$ cat config.mk
export PLATFORM = sky130hd
export DESIGN_NAME = minisrc_control_unit
export DESIGN_NICKNAME = d
export VERILOG_FILES = /design/src/rtl/minisrc_control_unit_pkg.sv /design/src/rtl/minisrc_control_unit_op_to_aluop.sv /design/src/rtl/minisrc_control_unit.sv
export SDC_FILE = /design/constraint.sdc
export NUM_CORES = 1
export LEC_CHECK = 0
export BUFFER_PORTS_ARGS = -buffer_cell sky130_fd_sc_hd__clkbuf_2
export CAP_MARGIN = 20
export CORE_AREA = 2 2 63 53
export DETAILED_ROUTE_END_ITERATION = 10
export DIE_AREA = 0 0 65 55
export HOLD_SLACK_MARGIN = 0.03
export PLACE_DENSITY = 0.71
export SYNTH_ARGS = -nofsm -noshare
export SYNTH_HDL_FRONTEND = slang
export SYNTH_SLANG_ARGS = --single-unit
$ cat constraint.sdc
create_clock -name clock -period 3.8 [get_ports clock]
set_input_delay 0.57 -clock clock [delete_from_list [all_inputs] [get_ports clock]]
set_output_delay 0.57 -clock clock [all_outputs]
set_load 0.01 [all_outputs]
$ cat src/rtl/minisrc_control_unit_pkg.sv
// minisrc_ctrl_pkg: shared types and constants for the miniSRC control unit.
// Holds the sequencer state enum, instruction opcodes (IR[31:27]) and ALU
// operation codes driven onto the datapath opcode bus.
package minisrc_ctrl_pkg;

    typedef enum logic [3:0] {RST, T0, T1, FW, T2, T3, T4, T5, T6, T7, MW, HALT} state_t;

    localparam logic [4:0] OP_LD   = 5'b00000;
    localparam logic [4:0] OP_LDI  = 5'b00001;
    localparam logic [4:0] OP_ST   = 5'b00010;
    localparam logic [4:0] OP_ADD  = 5'b00011;
    localparam logic [4:0] OP_SUB  = 5'b00100;
    localparam logic [4:0] OP_AND  = 5'b00101;
    localparam logic [4:0] OP_OR   = 5'b00110;
    localparam logic [4:0] OP_ADDI = 5'b01100;
    localparam logic [4:0] OP_ANDI = 5'b01101;
    localparam logic [4:0] OP_ORI  = 5'b01110;
    localparam logic [4:0] OP_IN   = 5'b10110;
    localparam logic [4:0] OP_OUT  = 5'b10111;
    localparam logic [4:0] OP_NOP  = 5'b11010;
    localparam logic [4:0] OP_HALT = 5'b11011;

    localparam logic [4:0] ALU_ADD = 5'b00011;
    localparam logic [4:0] ALU_SUB = 5'b00100;
    localparam logic [4:0] ALU_AND = 5'b01010;
    localparam logic [4:0] ALU_OR  = 5'b01011;
    localparam logic [4:0] ALU_NOP = 5'b11010;

    function automatic logic op_defined(input logic [4:0] op);
        return op inside {OP_LD, OP_LDI, OP_ST, OP_ADD, OP_SUB, OP_AND, OP_OR,
                          OP_ADDI, OP_ANDI, OP_ORI, OP_IN, OP_OUT, OP_NOP, OP_HALT};
    endfunction

endpackage

$ cat src/rtl/minisrc_control_unit_op_to_aluop.sv
// op_to_aluop: maps an instruction opcode to the ALU operation used in its execute step.
// Ports: op_i  instruction opcode (IR[31:27]); alu_o  ALU operation select.
// Address arithmetic for ld/ldi/st uses ALU_ADD; anything else yields ALU_NOP.
module op_to_aluop
    import minisrc_ctrl_pkg::*;
(
    input  logic [4:0] op_i,
    output logic [4:0] alu_o
);

    always_comb
        alu_o = (op_i inside {OP_ADD, OP_ADDI, OP_LD, OP_LDI, OP_ST}) ? ALU_ADD :
                (op_i == OP_SUB)                                      ? ALU_SUB :
                (op_i inside {OP_AND, OP_ANDI})                       ? ALU_AND :
                (op_i inside {OP_OR, OP_ORI})                         ? ALU_OR  : ALU_NOP;

endmodule

$ cat src/rtl/minisrc_control_unit.sv
// minisrc_control_unit: hardwired Moore sequencer driving the miniSRC datapath strobes.
// Ports: clock/clear (async active-low reset), ir_opcode (IR[31:27], used in T3),
//        register-file, PC/IR, Y/Z, memory and I/O strobes, ALU opcode, run,
//        and illegal when CU_ILLEGAL_TRAP_EN is defined (undefined opcodes trap to HALT).
// MEM_WAIT sets how many extra cycles each memory access is held (FW/MW states).
module minisrc_control_unit
    import minisrc_ctrl_pkg::*;
#(
    parameter int MEM_WAIT = 2
) (
    input  logic       clock,
    input  logic       clear,
    input  logic [4:0] ir_opcode,
    output logic       Gra,
    output logic       Grb,
    output logic       Grc,
    output logic       Rin,
    output logic       Rout,
    output logic       BAout,
    output logic       PCout_en,
    output logic       IncPC,
    output logic       PC_en,
    output logic       IR_en,
    output logic       Yin,
    output logic       Zin,
    output logic       Zlowout,
    output logic       Cout,
    output logic       MDRout,
    output logic       MDRin,
    output logic       MARin,
    output logic       memRead,
    output logic       memWrite,
    output logic       inPortOut,
    output logic       outPort_en,
    output logic [4:0] opcode,
`ifdef CU_ILLEGAL_TRAP_EN
    output logic       illegal,
`endif
    output logic       run
);

    localparam int CW = MEM_WAIT > 0 ? $clog2(MEM_WAIT + 1) : 1;
    localparam logic [CW-1:0] RELOAD = CW'(MEM_WAIT > 0 ? MEM_WAIT - 1 : 0);
    localparam logic HAS_WAIT = MEM_WAIT > 0;

    state_t state_q, state_d;
    logic [4:0] op_q, op, alu_op;
    logic [CW-1:0] cnt_q;
    logic t0, t1, fw, t2, t3, t4, t5, t6, t7, mw;
    logic is_imm, is_reg, is_ldi, is_ld, is_st, is_in, is_out, is_halt, wb, exe, mem, trap;

    // IR is only loaded at the end of T2, so T3 decodes the live field before op_q captures it.
    assign op = (state_q == T3) ? ir_opcode : op_q;

    assign is_imm  = op inside {OP_ADDI, OP_ANDI, OP_ORI};
    assign is_reg  = op inside {OP_ADD, OP_SUB, OP_AND, OP_OR};
    assign is_ldi  = op == OP_LDI;
    assign is_ld   = op == OP_LD;
    assign is_st   = op == OP_ST;
    assign is_in   = op == OP_IN;
    assign is_out  = op == OP_OUT;
    assign is_halt = op == OP_HALT;
    assign wb      = is_imm | is_reg | is_ldi;
    assign mem     = is_ld | is_st;
    assign exe     = wb | mem;
`ifdef CU_ILLEGAL_TRAP_EN
    assign trap    = !op_defined(op);
`else
    assign trap    = 1'b0;
`endif

    op_to_aluop u_aluop (.op_i(op_q), .alu_o(alu_op));

    always_comb begin
        state_d = state_q;
        case (state_q)
            RST:     state_d = T0;
            T0:      state_d = T1;
            T1:      state_d = HAS_WAIT ? FW : T2;
            FW:      state_d = cnt_q == '0 ? T2 : FW;
            T2:      state_d = T3;
            T3:      state_d = exe ? T4 : (is_halt | trap) ? HALT : T0;
            T4:      state_d = T5;
            T5:      state_d = mem ? T6 : T0;
            T6:      state_d = (is_ld && HAS_WAIT) ? MW : T7;
            T7:      state_d = (is_st && HAS_WAIT) ? MW : T0;
            MW:      state_d = cnt_q != '0 ? MW : is_ld ? T7 : T0;
            HALT:    state_d = HALT;
            default: state_d = RST;
        endcase
    end

    always_ff @(posedge clock or negedge clear)
        if (!clear) begin
            state_q <= RST;
            op_q    <= OP_NOP;
            cnt_q   <= '0;
        end else begin
            state_q <= state_d;
            if (state_q == T3) op_q <= ir_opcode;
            // Reload only on entry so the wait state counts MEM_WAIT cycles down to zero.
            cnt_q <= (state_d inside {FW, MW} && !(state_q inside {FW, MW})) ? RELOAD :
                     (cnt_q != '0) ? cnt_q - 1'b1 : cnt_q;
        end

`ifdef CU_ILLEGAL_TRAP_EN
    logic illegal_q;
    always_ff @(posedge clock or negedge clear)
        if (!clear) illegal_q <= 1'b0;
        else if (state_q == T3 && trap) illegal_q <= 1'b1;
    assign illegal = illegal_q;
`endif

    assign t0 = state_q == T0;
    assign t1 = state_q == T1;
    assign fw = state_q == FW;
    assign t2 = state_q == T2;
    assign t3 = state_q == T3;
    assign t4 = state_q == T4;
    assign t5 = state_q == T5;
    assign t6 = state_q == T6;
    assign t7 = state_q == T7;
    assign mw = state_q == MW;

    assign Gra        = (t3 & (is_in | is_out)) | (t5 & wb) | (t6 & is_st) | (t7 & is_ld);
    assign Grb        = t3 & exe;
    assign Grc        = t4 & is_reg;
    assign Rin        = (t3 & is_in) | (t5 & wb) | (t7 & is_ld);
    assign Rout       = (t3 & (is_imm | is_reg | is_out)) | (t4 & is_reg) | (t6 & is_st);
    assign BAout      = t3 & (is_ldi | mem);
    assign PCout_en   = t0;
    assign IncPC      = t0;
    assign PC_en      = t1;
    assign IR_en      = t2;
    assign Yin        = t3 & exe;
    assign Zin        = t0 | (t4 & exe);
    assign Zlowout    = t1 | (t5 & exe);
    assign Cout       = t4 & (is_imm | is_ldi | mem);
    assign MDRout     = t2 | (t7 & is_ld);
    assign MDRin      = t1 | fw | (t6 & mem) | (mw & is_ld);
    assign MARin      = t0 | (t5 & mem);
    assign memRead    = t1 | fw | (is_ld & (t6 | mw));
    assign memWrite   = is_st & (t7 | mw);
    assign inPortOut  = t3 & is_in;
    assign outPort_en = t3 & is_out;
    assign opcode     = t4 ? alu_op : ALU_NOP;
    assign run        = state_q != HALT;

endmodule
==> metrics.md, run 1 <==
| Metric | Value |
|---|---|
| Status | `finished, final reports clean` |
| EDFF count, synth | `0` |
| CP max-delay cell | `dfrtp_1` |
| Synth unique cells | `50` |
| Area Overhead vs Synth | `14.1%` |
| Inserted Clock Buffers | `3` |
| Seq/Total Area, Yosys | `22.9%` |
| First drt pass iteration count | `5` |
| Count leader, synth | `nand2_1` |
| Static leakage | `around 0.66 nW` |
| Power Density | `approximately 180 nW/um^2` |
| Netlist Area Pre-Place | `between 1000 and 1500 um^2` |
| Routed WL | `between 2000 and 3000 um` |
| Met3 WL | `223 um` |
| Max Cap Viol | `0` |
| Critical path endpoint category | `output port` |
| Fin crit share | `between 80% and 90%` |
| Residual DRC count | `0` |
| Design Power | `around 0.25 mW` |
| I/O Pins | `34` |
| Post-Route Utilization | `47.2%` |
| Worst setup path category | `flop to output port` |
| Core footprint | `slightly below 3000 um^2` |
| Startpoint Class | `flop` |
| H-tree depth | `1` |
| WL/cell | `13.0 um` |
| DR top layer | `met4` |
| Largest net degree at the start of global routing | `26` |
| Row count | `18` |
| Die height | `~55 um` |
| # diodes | `0` |
| RSZ-0062 raised after global routing | `no` |
| Critical path's largest stage delay | `between 0.7 and 0.8 ns` |
| Final Hold Vio Count | `0` |
| Antenna violations before repair | `0` |
| CP Max Fanout | `25` |
| PortBufs | `33` |
| Worst skew pair latency | `around 0.24 ns` |
| Kind of cell adding the most delay to the critical path | `simple AND/OR/NAND/NOR gates` |
| Vias per cell | `about 5.5` |
| Seq cells post-synth | `11` |
| Top post-synthesis cells by count | `nand2_1 (26), nor2_1 (18), a21oi_1 (11)` |
| Metal-1 WL | `~1600 um` |
| Final TNS setup | `0 ns` |
| Syn_nets | `177` |
| # hold bufs at CTS | `0` |
| Yosys top cell by area | `dfrtp_1` |
| Yosys top cell area share | `approximately 16%` |
| CTS Buffer Depth | `2` |
| Routability congestion estimate | `roughly 0.88` |
| Async SR Flop Fraction | `100%` |
| Vias in the first global route | `slightly above 1000` |
| Chip width | `between 60 and 70 um` |
| Synth area leaders | `dfrtp_1 (16%), nand2_1 (8.0%), dfstp_2 (6.5%)` |
| Worst path bufs/invs | `1` |
| Highest Clock Rate | `roughly 330 MHz` |
| CTS resizes | `0` |
| Critical Path RT | `~3.2 ns` |
| Minimum clock period | `3.07 ns` |
| Via count | `1260` |
| Slew Limit Headroom | `approximately three fifths` |
| Mapped Cells | `around 170` |
| All-Layer GR Usage | `roughly 18%` |
| Drt initial violations | `approximately 110` |
| Metal2 WL | `approximately 1100 um` |
| Setup Skew | `approximately 0.0024 ns` |
| CTS tree | `done` |
| Crit path cell chain | `nand4bb_1, and3_1, a31oi_1, nor2_1, a21oi_1, o311ai_1, clkbuf_2` |
| Routed Antenna Nets | `0` |
| Root Buffer | `clkbuf_8` |
| Avg Inst Size Synth | `slightly above 7 um^2` |
| Hold/Removal Path Class | `primary input to asynchronous set/reset pin` |
| Post-CTS setup buffers | `0` |
| Die area | `3580 um^2` |
| Final Setup Violations | `0` |
| Detailed Place HPWL | `approximately 2300 um` |
| Initial Util | `about two fifths` |
| Slew @ Worst Pin | `0.612 ns` |
| Clk slew on worst S/H paths | `about 0.050 ns` |
| Clock Sinks | `11` |
| GRT overflow | `0` |
| Layout cells sized above 1 | `26.3%` |
| Ys Warns | `0` |
| Slew Limit Fails | `0` |
| Crit path arrival time | `roughly 2.5 ns` |
| Main synth FF type | `dfrtp_1` |
| Global-route wire length before repair | `around 4900 um` |
| Nets | `approximately 200` |
| Worst vdd ir | `~0.13 mV` |
[cell usage in the layout (no fill, tap or decap), drive strengths merged, types with 2 or more instances in the layout]
cell	instances
and3	3
or3	3
a21oi	11
or2	3
nor3	8
o211ai	2
a31oi	3
a211oi	3
and3b	2
o21ai	7
nand2	26
nand2b	8
nor2b	3
dfrtp	8
inv	8
dfstp	3
and2	2
clkbuf	37
nor2	18
nand3	5
xnor2	3
mux2	2
nor4	3
[state kept, by name (all words and copies together) (netlist names)]
register / cells
cnt_q: 2
state_q: 4
op_q: 5
[power by group]
group	total (mW)	switching [mW]	internal, mW	leakage [nW]
clock	0.119	0.0456	0.0738	0.0228
combinational	0.0147	0.0102	0.00451	0.517
sequential	0.118	0	0.118	0.117
[metrics by stage]
step           instances  hold slack [ns]  area [um^2]  setup slack [ns]
6_report             230            0.196         1390             0.726
3_5_place_dp         226            0.460         1350             0.985
3_3_place_gp         226            0.462         1350              1.06
4_1_cts              230            0.197         1390             0.730
5_1_grt              230            0.209         1390             0.454
2_1_floorplan        169            0.274         1220              1.51
[cell families after synthesis]
group           synth area share, %
buf+inv                        9.74
fa+ha+maj                      1.03
xor+xnor                       2.87
compound gates                 20.4
simple gates                   41.2
flops                          22.9
mux                            1.85
[worst reg2reg max path, delay by kind of cell (launching register included)]
family	cells	cell delay, ns
compound gates	3	0.57
xor+xnor	1	0.21
flops	1	0.73
mux	1	0.48
simple gates	1	0.47
[layer usage]
layer	vias to the layer above	track usage (%)
met2	50	25.1
met5	-	0
li1	632	-
met1	573	27.8
met4	0	9.57
met3	5	2.63
[final cells by class]
| class | count | area (um^2) |
|---|---|---|
| repair buffers | 33 | 165 |
| well taps | 40 | 50.0 |
| multi-input cells | 134 | 822 |
| clock buffers | 4 | 45.0 |
| inverters | 8 | 30.0 |
| flip-flops and latches | 11 | 279 |
| fillers | 306 | 1560 |
[worst paths after layout]
check	slack, ns	depth (start not counted)	from	endpoint
min	0.20	1	clear	op_q[0]
min reg2reg	0.53	2	op_q[4]	op_q[4]
max	0.73	7	state_q[0]	Rout
max reg2reg	1.22	6	state_q[0]	cnt_q[0]
max in group asynchronous	3.33	1	clear	op_q[1]
min in group clock	0.53	2	op_q[4]	op_q[4]
Note: power is estimated with default switching activity, not from simulation.
==> run 2, diff against run 1 <==
--- a/config.mk
+++ b/config.mk
@@ -11,7 +11,7 @@
 export DETAILED_ROUTE_END_ITERATION = 10
 export DIE_AREA = 0 0 65 55
 export HOLD_SLACK_MARGIN = 0.03
-export PLACE_DENSITY = 0.71
+export PLACE_DENSITY = 0.74
 export SYNTH_ARGS = -nofsm -noshare
 export SYNTH_HDL_FRONTEND = slang
 export SYNTH_SLANG_ARGS = --single-unit
==> constraint.sdc (replaced) <==
create_clock -name clock -period 2.8 [get_ports clock]
set_input_delay 0.42 -clock clock [delete_from_list [all_inputs] [get_ports clock]]
set_output_delay 0.42 -clock clock [all_outputs]
set_load 0.01 [all_outputs]
==> run 2 against run 1 <==
Net effect: non-clock buffer count grew 6; critical path type unchanged; power grew 32%; worst hold slack lost 0.14 ns; global-route usage shrank 0.41 points; count of clock-buffer cells in the layout is the same; clock power grew 29%; die area is the same; critical path depth shrank 1; wire length grew 1.0%; combinational power grew 34%; sequential share of layout area shrank 0.63 points.
==> metrics.md, run 2 (synthesis gave the netlist of run 1 again) <==
| Metric | Value |
|---|---|
| Status | `finished, final reports clean` |
| Clk slew on worst S/H paths | `0.05 ns (about the same)` |
| Critical path's largest stage delay | `0.51 ns (-0.22 ns)` |
| Final Hold Vio Count | `0 (unchanged)` |
| Worst Reg2Reg Path Length in Cells | `7 (+1)` |
| Vias per cell | `5.43 (-0.84%)` |
| # diodes | `0 (unchanged)` |
| Slew Limit Headroom | `60.7% (+1.9 points)` |
| CP Max Fanout | `11 (-56%)` |
| Power Density | `232 nW/um^2 (+28%)` |
| RSZ-0062 raised after global routing | `no` |
| Drt initial violations | `95 (-10%)` |
| Max FFs per register | `5 (unchanged)` |
| Root Buffer | `clkbuf_8` |
| Clock power share | `46.2% (-1.3 points)` |
| Antenna violations before repair | `0 (unchanged)` |
| Layout cells sized above 1 | `28.6% (+2.3 points)` |
| First drt pass iteration count | `4 (-1)` |
| Biggest register | `op_q` |
| Crit path arrival time | `2.13 ns (-0.37 ns)` |
| CTS Buffer Depth | `2 (unchanged)` |
| Residual DRC count | `0 (unchanged)` |
| Most frequent cells in the layout | `clkbuf_2 (33), nand2_1 (26), nor2_1 (18)` |
| Crit path cell chain | `and4bb_2, nand4b_1, or3b_1, o211ai_1, nand2b_1, clkbuf_2` |
| Routed WL | `3010 um (+1.0%)` |
| Global-route wire length before repair | `4970 um (+1.7%)` |
| Slew @ Worst Pin | `0.584 ns (-0.0281 ns)` |
| Startpoint Class | `flop` |
| Critical path endpoint category | `output port` |
| Row count | `18 (unchanged)` |
| Worst vdd ir | `0.189 mV (+47%)` |
| Max Cap Viol | `0 (unchanged)` |
| Inserted Clock Buffers | `3 (unchanged)` |
| Critical Path RT | `2.38 ns (-0.85 ns)` |
| Switch Pwr | `0.0680 mW (+22%)` |
| Fin area | `1440 um^2 (+3.2%)` |
| Vias in the first global route | `1023 (+0.99%)` |
| Highest Clock Rate | `392 MHz` |
| Most common cell after layout, fill and taps aside | `clkbuf_2` |
| GRT overflow | `0 (unchanged)` |
| Via count | `1282 (+1.7%)` |
| Die area | `3580 um^2 (unchanged)` |
| Nets | `205 (+3.0%)` |
| Comb power frac | `5.9% (about the same)` |
| Slew Limit Fails | `0 (unchanged)` |
| Clock Sinks | `11 (unchanged)` |
| Largest net degree at the start of global routing | `18 (-31%)` |
| Hold/Removal Path Class | `primary input to asynchronous set/reset pin` |
| Pint | `0.265 mW (+35%)` |
| Final Setup Violations | `0 (unchanged)` |
| WL/cell | `12.8 um (-1.6%)` |
| Detailed Place HPWL | `2380 um (+5.0%)` |
| Minimum clock period | `approximately 2.5 ns` |
| Static leakage | `0.684 nW (+4.2%)` |
| Core footprint | `2950 um^2 (unchanged)` |
| Post-Place Worst Slack | `0.548 ns (-0.437 ns)` |
| Area Overhead vs Synth | `17.7%` |
| I/O Pins | `34 (unchanged)` |
| Final worst slack | `0.250 ns (-0.475 ns)` |
| Biggest registers after layout | `op_q (5), state_q (4), cnt_q (2)` |
| CTS resizes | `0 (unchanged)` |
| Die height | `55 um (unchanged)` |
| All-Layer GR Usage | `18.0% (-0.41 points)` |
| Setup Skew | `0.00539 ns (+0.00296 ns)` |
| Chip width | `65 um (unchanged)` |
| Routed Antenna Nets | `0 (unchanged)` |
| Final TNS setup | `0 ns (unchanged)` |
| Design Power | `0.333 mW (+32%)` |
| Post-CTS setup buffers | `0 (unchanged)` |
| Worst skew pair latency | `0.23 ns (about the same)` |
| Switching part of the total | `20.4% (-1.8 points)` |
| Sequential power share | `47.9% (+1.2 points)` |
| Initial Util | `41.3% (unchanged)` |
| Worst setup path category | `flop to output port` |
| Routability congestion estimate | `0.885 (+0.81%)` |
| H-tree depth | `1 (unchanged)` |
| Fin crit share | `approximately nine tenths` |
| Cell Area, Placed | `1390 um^2 (+3.3%)` |
| CP max-delay cell | `dfrtp_1` |
| CTS tree | `done` |
| # hold bufs at CTS | `0 (unchanged)` |
| PortBufs | `33 (unchanged)` |
run 2: layer usage:
metal,GRT usage [%],vias to the layer above,part of all wire [%]
met5,0,-,0
met1,28.5,598,55
li1,-,650,-
met2,25.8,32,39
met4,4.26,0,0.46
met3,1.82,2,4.9
run 2: metrics by stage:
step                      hold WS (ns)  utilization [%]  std cells
after floorplan                  0.124                -        169
after global placement           0.309             47.2        232
after detailed placement         0.316             47.2        232
after CTS                       0.0667             48.7        236
after global routing            0.0713             48.7        236
final                           0.0542             48.7        236
run 2: final timing paths:
| path | startpoint | to | slack [ns] |
|---|---|---|---|
| hold reg to reg | op_q[4] | op_q[4] | 0.54 |
| setup / recovery | state_q[2] | Gra | 0.25 |
| setup reg to reg | state_q[2] | cnt_q[0] | 0.54 |
| hold / removal | clear | op_q[0] | 0.05 |
| min in group clock | ir_opcode[1] | op_q[1] | 0.42 |
| max in group asynchronous | clear | op_q[1] | 2.48 |
run 2: power groups by stage:
stage	Sequential, mW	Clock, mW	Combinational (mW)
finish	0.160	0.154	0.0197
global route	0.159	0.175	0.0224
CTS	0.159	0.159	0.0199
detailed placement	0.162	0	0.0198
global placement	0.162	0	0.0195
floorplan	0.162	0	0.00904
run 2: critical path, delay by kind of cell, from the launching register on:
family	cells	cell delay, ns
flip-flops	1	0.51
buffers and inverters	1	0.12
AND/OR/NAND/NOR	4	1.09
AO/OA/AOI/OAI	1	0.17
run 2: layout make-up:
type                       count  area (um^2)
inverter                       8         30.0
sequential                    11          279
timing repair buffer          39          210
multi-input combinational    134          822
tap                           40         50.0
fill                         295         1510
clock buffer                   4         45.0
==> run 3, diff against run 2 <==
--- a/config.mk
+++ b/config.mk
@@ -14,4 +14,5 @@
 export PLACE_DENSITY = 0.74
 export SYNTH_ARGS = -nofsm -noshare
 export SYNTH_HDL_FRONTEND = slang
+export SYNTH_HIERARCHICAL = 1
 export SYNTH_SLANG_ARGS = --single-unit
==> run 3 against run 2 <==
Net effect: count of clock-buffer cells in the layout is the same; fmax shrank 4.5%; largest cell class unchanged; first-iteration DRC count shrank 26%.
==> metrics.md, run 3 <==
| Metric | Value |
|---|---|
| Status | `finished, final reports clean` |
| Vias per cell | `5.81 (+6.9%)` |
| Drt initial violations | `70 (-26%)` |
| Final Hold Vio Count | `0 (unchanged)` |
| Detailed Place HPWL | `2540 um (+7.0%)` |
| Area Overhead vs Synth | `19.9%` |
| Slew @ Worst Pin | `0.555 ns (-0.0291 ns)` |
| Max FFs per register | `5 (unchanged)` |
| R2r endpoint | `cnt_q[1]` |
| CP max-delay cell | `and4bb_2` |
| Synth Area in XOR/XNOR | `2.13% (-0.74 points)` |
| Most frequent cells in the layout | `clkbuf_2 (33), nand2_1 (19), inv_1 (9)` |
| Worst vdd ir | `0.124 mV (-34%)` |
| Max Cap Viol | `0 (unchanged)` |
| Vias in the first global route | `1151 (+13%)` |
| I/O Pins | `34 (unchanged)` |
| Seq/Total Area, Yosys | `22.6% (-0.28 points)` |
| EDFF count, synth | `0 (unchanged)` |
| Largest net degree at the start of global routing | `23 (+5)` |
| First drt pass iteration count | `4 (unchanged)` |
| Largest family of logic cells by synthesized area | `simple AND/OR/NAND/NOR gates` |
| H-tree depth | `1 (unchanged)` |
| CTS Buffer Depth | `2 (unchanged)` |
| Clock Sinks | `11 (unchanged)` |
| R2r setup slk | `0.50 ns (-0.04 ns)` |
| DR top layer | `met4` |
| Adder-cell area share of the yosys netlist | `1.01% (-0.012 points)` |
| Final TNS setup | `0 ns (unchanged)` |
| Final Setup Violations | `0 (unchanged)` |
| Core footprint | `2950 um^2 (unchanged)` |
| Static leakage | `0.684 nW (about the same)` |
| Biggest registers after layout | `op_q (5), state_q (4), cnt_q (2)` |
| Synth area leaders | `dfrtp_1 (16%), dfstp_2 (6.4%), nand2_1 (5.8%)` |
| Ys Warns | `6 (+6)` |
| Worst reg2reg path startpoint | `op_q[2]` |
| Initial Util | `41.9% (+0.51 points)` |
| Highest Clock Rate | `375 MHz (-4.5%)` |
| All-Layer GR Usage | `20.3% (+2.3 points)` |
| Critical path's largest stage delay | `0.47 ns (-0.04 ns)` |
| Post-Place Worst Slack | `0.329 ns (-0.219 ns)` |
| Worst setup path category | `flop to output port` |
| Row count | `18 (unchanged)` |
| Crit path cell chain | `and4bb_2, mux2_4, xnor2_1, or3_1, o311ai_0, clkbuf_2` |
| PortBufs | `33 (unchanged)` |
| Top post-synthesis cells by count | `nand2_1 (19), inv_1 (9)` |
| Seq cells post-synth | `11 (unchanged)` |
| Minimum clock period | `2.67 ns (+0.120 ns)` |
| # diodes | `0 (unchanged)` |
| Main synth FF type | `dfrtp_1` |
| Inserted Clock Buffers | `3 (unchanged)` |
| Nets | `202 (-1.5%)` |
| Via count | `1353 (+5.5%)` |
| Worst path bufs/invs | `1 (unchanged)` |
| Die area | `3580 um^2 (unchanged)` |
| Compound-Gate Fraction of Synth Area | `22.0% (+1.6 points)` |
| RSZ-0062 raised after global routing | `no` |
| Chip width | `65 um (unchanged)` |
| Yosys top cell by area | `dfrtp_1` |
| Global-route wire length before repair | `5520 um (+11%)` |
| CTS tree | `done` |
| Biggest register | `op_q` |
| Slew Limit Headroom | `62.5% (+1.8 points)` |
| Cell Area, Placed | `1430 um^2 (+2.6%)` |
| WL/cell | `14.8 um (+16%)` |
| Setup Skew | `0.00107 ns (-0.00432 ns)` |
| Antenna violations before repair | `0 (unchanged)` |
| Die height | `55 um (unchanged)` |
| Layout cells sized above 1 | `30.1% (+1.5 points)` |
| Metal-1 WL | `1690 um (+1.7%)` |
| Post-CTS setup buffers | `0 (unchanged)` |
| Simple-gate portion of the synthesized area | `39.1% (-2.1 points)` |
| GRT overflow | `0 (unchanged)` |
| Yosys top cell area share | `16.2% (-0.20 points)` |
| Crit path arrival time | `2.25 ns (+0.12 ns)` |
| Netlist Area Pre-Place | `1230 um^2 (+1.2%)` |
| Hold WS | `0.0539 ns (-0.000334 ns)` |
| Async SR Flop Fraction | `100% (unchanged)` |
| Routed Antenna Nets | `0 (unchanged)` |
| Synth unique cells | `57 (+14%)` |
| Residual DRC count | `0 (unchanged)` |
| Slew Limit Fails | `0 (unchanged)` |
| Clk slew on worst S/H paths | `0.05 ns (about the same)` |
| CTS resizes | `0 (unchanged)` |
| CP Max Fanout | `11 (unchanged)` |
| Root Buffer | `clkbuf_8` |
| Mapped Cells | `162 (-4.1%)` |
| Syn_nets | `170 (-4.0%)` |
| Avg Inst Size Synth | `7.62 um^2 (+5.6%)` |
| Final worst slack | `0.130 ns (-0.120 ns)` |
| Critical path endpoint category | `output port` |
| Met3 WL | `299 um (+100%)` |
| # hold bufs at CTS | `0 (unchanged)` |
| Metal2 WL | `1420 um (+19%)` |
| Routability congestion estimate | `0.886 (+0.16%)` |
| Kind of cell adding the most delay to the critical path | `simple AND/OR/NAND/NOR gates` |
| Worst skew pair latency | `0.24 ns (about the same)` |
| Fin crit share | `95.4% (+4.3 points)` |
| Count leader, synth | `nand2_1` |
| Multiplexer area fraction after synthesis | `3.75% (+1.9 points)` |
| Most common cell after layout, fill and taps aside | `clkbuf_2` |
| Hold/Removal Path Class | `primary input to asynchronous set/reset pin` |
| Routed WL | `3440 um (+14%)` |
| Worst Reg2Reg Path Length in Cells | `5 (-2)` |
| Power Density | `233 nW/um^2 (+0.59%)` |
| Fin area | `1480 um^2 (+3.0%)` |
| Startpoint Class | `flop` |
| Critical Path RT | `2.38 ns (about the same)` |
==> run 3: cell types whose count changed after synthesis, moves of 5 or more <==
cell     previous run  this run
nand2_1            26        19
a21oi_1            11         6
nor3_1              8         3
buf_2               5         0
nor2_1             18         8
nor2b_1             3         8
==> run 3: worst max-delay path by stage <==
stage | from | endpoint | slack [ns] | cells past startpoint
3_5_place_dp | state_q[3] | Rout | 0.33 | 6
2_1_floorplan | state_q[1] | Zin | 0.57 | 7
4_1_cts | state_q[3] | Rout | 0.06 | 6
5_1_grt | state_q[3] | Gra | 0.01 | 7
6_report | state_q[3] | Rout | 0.13 | 6
3_3_place_gp | state_q[3] | Rout | 0.36 | 6
==> run 3: through the flow <==
| stage | power, mW | utilization (%) | cells |
|---|---|---|---|
| finish | 0.345 | 50.2 | 233 |
| global route | 0.359 | 50.2 | 233 |
| CTS | 0.351 | 49.9 | 233 |
| detailed placement | 0.183 | 48.4 | 229 |
| global placement | 0.183 | 48.4 | 229 |
| floorplan | 0.171 | - | 162 |
==> run 3: layout make-up <==
class	instances	area, um^2
fillers	295	1470
multi-input cells	128	847
flip-flops and latches	11	279
repair buffers	41	225
well taps	40	50.0
clock buffers	4	45.0
inverters	9	33.8
==> run 3: report_power, final <==
group	leakage [nW]	internal, mW	total (mW)	switching, mW
Sequential	0.122	0.159	0.159	0
Combinational	0.539	0.00692	0.0221	0.0152
Clock	0.0228	0.100	0.164	0.0635
==> run 3: kinds of logic (layout without fill, tap and decap cells) <==
| logic type | count (synthesis) | in the layout |
|---|---|---|
| AO/OA/AOI/OAI | 38 | 38 |
| XOR/XNOR | 3 | 3 |
| adder cells (fa/ha/maj) | 1 | 1 |
| buffers and inverters | 23 | 54 |
| flip-flops | 11 | 11 |
| multiplexers | 4 | 4 |
| AND/OR/NAND/NOR | 82 | 82 |
==> run 3: layer usage <==
metal | vias up | track usage, %
li1 | 661 | -
met1 | 616 | 28.4
met2 | 71 | 31.3
met3 | 5 | 4.25
met4 | 0 | 7.09
met5 | - | 0
